## src/rtl/serial_paralelo_if.sv

```systemverilog
// Serial receive front-end bundle: one serial bit in, deserialised byte plus
// valid/lock indications out.
interface serial_paralelo_if;
    logic       data_in;
    logic [7:0] data_out;
    logic       valid_out;
    logic       active;

    modport master (
        output data_in,
        input  data_out,
        input  valid_out,
        input  active
    );

    modport slave (
        input  data_in,
        output data_out,
        output valid_out,
        output active
    );
endinterface

```

## src/rtl/serial_paralelo.sv

```systemverilog
// MSB-first serial-to-parallel converter with idle-character lock detection.
// state  | meaning
// SEARCH | counting consecutive aligned IDLE bytes, all bytes discarded
// ACTIVE | locked; non-IDLE bytes presented with valid_out
module serial_paralelo #(
    parameter logic [7:0] IDLE       = 8'hBC,
    parameter int         SYNC_COUNT = 4
) (
    input  logic              clk_32f,
    input  logic              reset_L,
    serial_paralelo_if.slave  bus
);

    localparam int IDLE_W = $clog2(SYNC_COUNT + 1);

    localparam logic [0:0] SEARCH = 1'b0;
    localparam logic [0:0] ACTIVE = 1'b1;

    logic [0:0]        state_q, state_d;
    logic [6:0]        shift_q, shift_d;
    logic [2:0]        bit_cnt_q, bit_cnt_d;
    logic [IDLE_W-1:0] idle_cnt_q, idle_cnt_d;
    logic [7:0]        data_out_q, data_out_d;
    logic              valid_out_q, valid_out_d;
    logic              active_q, active_d;
    logic [7:0]        byte_w;

    assign byte_w = {shift_q, bus.data_in};

    always_comb begin
        state_d     = state_q;
        shift_d     = {shift_q[5:0], bus.data_in};
        bit_cnt_d   = bit_cnt_q + 3'd1;
        idle_cnt_d  = idle_cnt_q;
        data_out_d  = data_out_q;
        valid_out_d = valid_out_q;
        active_d    = active_q;

        if (bit_cnt_q == 3'd7) begin
            case (state_q)
                SEARCH: begin
                    valid_out_d = 1'b0;
                    if (byte_w == IDLE) begin
                        if (idle_cnt_q < IDLE_W'(SYNC_COUNT))
                            idle_cnt_d = idle_cnt_q + IDLE_W'(1);
                        // The increment reaching SYNC_COUNT locks on this same edge.
                        if (idle_cnt_q == IDLE_W'(SYNC_COUNT - 1)) begin
                            state_d  = ACTIVE;
                            active_d = 1'b1;
                        end
                    end else begin
                        idle_cnt_d = '0;
                    end
                end
                default: begin
                    if (byte_w == IDLE) begin
                        valid_out_d = 1'b0;
                    end else begin
                        data_out_d  = byte_w;
                        valid_out_d = 1'b1;
                    end
                end
            endcase
        end
    end

    always_ff @(posedge clk_32f or negedge reset_L) begin
        if (!reset_L) begin
            state_q     <= SEARCH;
            shift_q     <= '0;
            bit_cnt_q   <= '0;
            idle_cnt_q  <= '0;
            data_out_q  <= '0;
            valid_out_q <= 1'b0;
            active_q    <= 1'b0;
        end else begin
            state_q     <= state_d;
            shift_q     <= shift_d;
            bit_cnt_q   <= bit_cnt_d;
            idle_cnt_q  <= idle_cnt_d;
            data_out_q  <= data_out_d;
            valid_out_q <= valid_out_d;
            active_q    <= active_d;
        end
    end

    assign bus.data_out  = data_out_q;
    assign bus.valid_out = valid_out_q;
    assign bus.active    = active_q;

endmodule

```

## src/flat_wrapper.sv

```systemverilog
// flat-port wrapper written by rule: the top's interface ports become plain ports
module serial_paralelo_flat 
#(
    parameter logic [7:0] IDLE       = 8'hBC,
    parameter int         SYNC_COUNT = 4
)
  (clk_32f, reset_L, bus_data_in, bus_data_out, bus_valid_out, bus_active);
  serial_paralelo_if bus_i ();
  input  logic clk_32f;
  input  logic reset_L;
  input wire logic [$bits(bus_i.data_in)-1:0] bus_data_in;
  output wire logic [$bits(bus_i.data_out)-1:0] bus_data_out;
  output wire logic [$bits(bus_i.valid_out)-1:0] bus_valid_out;
  output wire logic [$bits(bus_i.active)-1:0] bus_active;
  assign bus_i.data_in = bus_data_in;
  assign bus_data_out = bus_i.data_out;
  assign bus_valid_out = bus_i.valid_out;
  assign bus_active = bus_i.active;
  serial_paralelo #(.IDLE(IDLE), .SYNC_COUNT(SYNC_COUNT)) u_core (.clk_32f(clk_32f), .reset_L(reset_L), .bus(bus_i));
endmodule
```

## config.mk

```make
export PLATFORM = sky130hd
export DESIGN_NAME = serial_paralelo_flat
export DESIGN_NICKNAME = d
export VERILOG_FILES = /design/src/rtl/serial_paralelo_if.sv /design/src/rtl/serial_paralelo.sv /design/src/flat_wrapper.sv
export SDC_FILE = /design/constraint.sdc
export NUM_CORES = 1
export LEC_CHECK = 0
export ABC_AREA = 1
export CAP_MARGIN = 10
export CORE_MARGIN = 2
export CORE_UTILIZATION = 25
export CTS_CLUSTER_SIZE = 8
export DETAILED_ROUTE_END_ITERATION = 10
export SYNTH_ARGS = -nofsm -noshare
export SYNTH_HDL_FRONTEND = slang
export SYNTH_SLANG_ARGS = --single-unit
```

## constraint.sdc

```tcl
create_clock -name clk_32f -period 1.3 [get_ports clk_32f]
set_clock_uncertainty 0.15 [all_clocks]
set_input_delay 0.26 -clock clk_32f [delete_from_list [all_inputs] [get_ports clk_32f]]
set_output_delay 0.26 -clock clk_32f [all_outputs]
set_load 0.05 [all_outputs]
```

==> results.ini <==
[setup_path]
critical_path_class=flip-flop to flip-flop
start_kind=flip-flop
required_ns=1.32
critPathMaxFanout=5
end_kind=flip-flop
worstPathArrival_ns=1.40

[power_and_ir_drop]
p_comb_share_pct=10.3
p_per_area_mw_per_mm2=1080
p_clk_share_pct=40.1
p_sw_share_pct=21.1
seqPwrFrac_pct=49.7
power_switching_uw=337
power_uw=1600
peakVddDrop_uv=458
leakage_uw=0.000731
internal-power_uw=1260

[drt]
first_iter_violations=32
first_pass_iters=2
wl_per_cell_um=10.8
route.vias.total=696
via_per_inst=4.14
drc_errors=0
wl_mm=1.82
ant_nets=0

[synth]
syn_nets=99
async_reset_ff_share_pct=100
synth_area_um2=941
netlist_instances=92
syn_area_per_cell_um2=10.2
synth.top_cell.area_share_pct=63.8
synth.area.top_cells=dfrtp_1 (64%), nand2_1 (11%), nand3_1 (5.9%)
ys_types=15
synth-seq-cells=24
yosysSeqAreaShare_pct=63.8
netlist_top_cells_count=nand2_1 (28), dfrtp_1 (24), inv_1 (12)
synth_most_common_cell=nand2_1
yosysWarnings=0
yosysTopAreaCell=dfrtp_1
synth_edf_count=0
synth_ff_type=dfrtp_1

[timing]
postLayoutSetupSlackWorst_ns=-0.0828
grt_setup_unrepaired=true
whs_ns=0.193
hold_viol_final=0
drv_slew=0
max_freq_ghz=0.723
finalSetupViolCount=12
finalCriticalPeriod_ns=1.38
finalCritPeriodShare_pct=106
worstMarginPinSlew_ns=0.192
relSlewSlack_pct=87.2

[clock_network]
cts_tree=built
path_clk_slew_ns=0.08
cts_buffers=3
cts.sinks=24
htreeDepth=1
clock_latency_ns=0.26
cts_root_buf=clkbuf_8
cts_max_path_buffers=2

[place]
port_buffers=12
gp_congestion=0.866
place_ws_ns=-0.334
post-dp-hpwl_mm=1.30
place_inst=160

[grt]
track_usage_pct=10.3
grt_pass1_wl_mm=3.34
antenna_found_initial=0
gr-total-overflow=0
grt_max_degree=25
grt_pass1_vias=730

[floorplanning]
start_util_pct=25.9
coreArea_mm2=0.00363
io_pins=13
rows=22
die_area_mm2=0.00427
die_h_um=65.4
die_x_um=65.4

[layout]
seqCellArea_um2=601
nNetsFinal=128
drive_above_1_share_pct=40.0
fill_cells=353
antenna_cells=0
multi_input_area_um2=367
fin_cells=168
syn_to_final_growth_pct=57.7

[flow_run]
max_cap_viol_count=0

[hold_path]
hp-class=input port to asynchronous set/reset pin

[outcome]
violations=setup timing
status=finished, violations left

-- flip-flops by register name, summed over array words and instances (netlist names) --
register	cells
u_core.bit_cnt_q	3
u_core.bus.active	1
u_core.bus.data_out	8
u_core.bus.valid_out	1
u_core.idle_cnt_q	3
u_core.shift_q	7
u_core.state_q	1
-- worst max-delay path, cell delays in order (launching register included) --
cell	delay, ns
dfrtp_1	0.39
ha_2	0.20
ha_4	0.19
nand2_4	0.10
clkinvlp_4	0.11
nand3_1	0.09
nand2_1	0.05
-- per-layer routing --
metal	vias up	part of all wire [%]	routed length (um)	global-route usage, %
li1	346	-	-	-
met1	336	43	790	13.0
met2	11	50	911	16.2
met3	3	4.9	89	3.42
met4	0	1.5	27	3.91
met5	-	0	0	0
-- final cells by class --
cell class	instances	area share, %
flip-flops and latches	24	40.5
clock buffers	3	2.78
repair buffers	23	21.5
clock inverters	1	2.02
repair inverters	1	0.506
multi-input cells	55	24.7
inverters	13	3.96
well taps	48	4.05
-- cell families after synthesis --
kind of cell	synth area share (%)
AND/OR/NAND/NOR	21.5
flip-flops	63.8
buffers and inverters	6.38
adder cells (fa/ha/maj)	5.32
AO/OA/AOI/OAI	2.92
-- repair_timing --
action	in CTS	in global routing
gates cloned	2	0
hold endpoints to repair	0	0
gates resized for setup	11	10
hold buffers	0	0
pin swaps	5	6
endpoints found under the setup margin	13	13
setup buffers	2	1
-- power groups by stage --
stage          sequential [uW]  clock, uW  combinational [uW]
2_1_floorplan              846          0                18.7
5_1_grt                    797        690                 177
3_3_place_gp               807          0                 163
4_1_cts                    793        654                 165
3_5_place_dp               808          0                 164
6_report                   793        640                 164
-- metrics by stage --
stage / setup TNS [ns] / utilization, % / area, um2
final: -0.692 / 40.8 / 1480
after global routing: -1.55 / 40.8 / 1480
after CTS: -0.762 / 39.9 / 1450
after detailed placement: -3.78 / 36.2 / 1310
after global placement: -3.16 / 36.2 / 1310
after floorplan: 0 / - / 965
-- worst paths after layout --
kind | to | cells past startpoint | slack (ns) | from
hold reg to reg | u_core.shift_q[6] | 0 | 0.26 | u_core.shift_q[5]
min in group clk_32f | u_core.shift_q[6] | 0 | 0.26 | u_core.shift_q[5]
setup / recovery | u_core.bus.data_out[3] | 6 | -0.08 | u_core.bit_cnt_q[0]
max in group asynchronous | u_core.shift_q[2] | 2 | 0.67 | reset_L
setup reg to reg | u_core.bus.data_out[3] | 6 | -0.08 | u_core.bit_cnt_q[0]
hold / removal | u_core.bus.data_out[4] | 2 | 0.19 | reset_L
-- placed cells by master (no fill, tap or decap), drive strengths merged --
cell type	n
buf	21
nand3	11
a21boi	1
dfrtp	24
clkdlybuf4s50	2
a21oi	2
ha	4
nor2	2
inv	13
bufinv	1
clkinvlp	1
nand2	31
clkbuf	3
nand4	2
o21ai	2
Power figures use the tool's default switching activity.
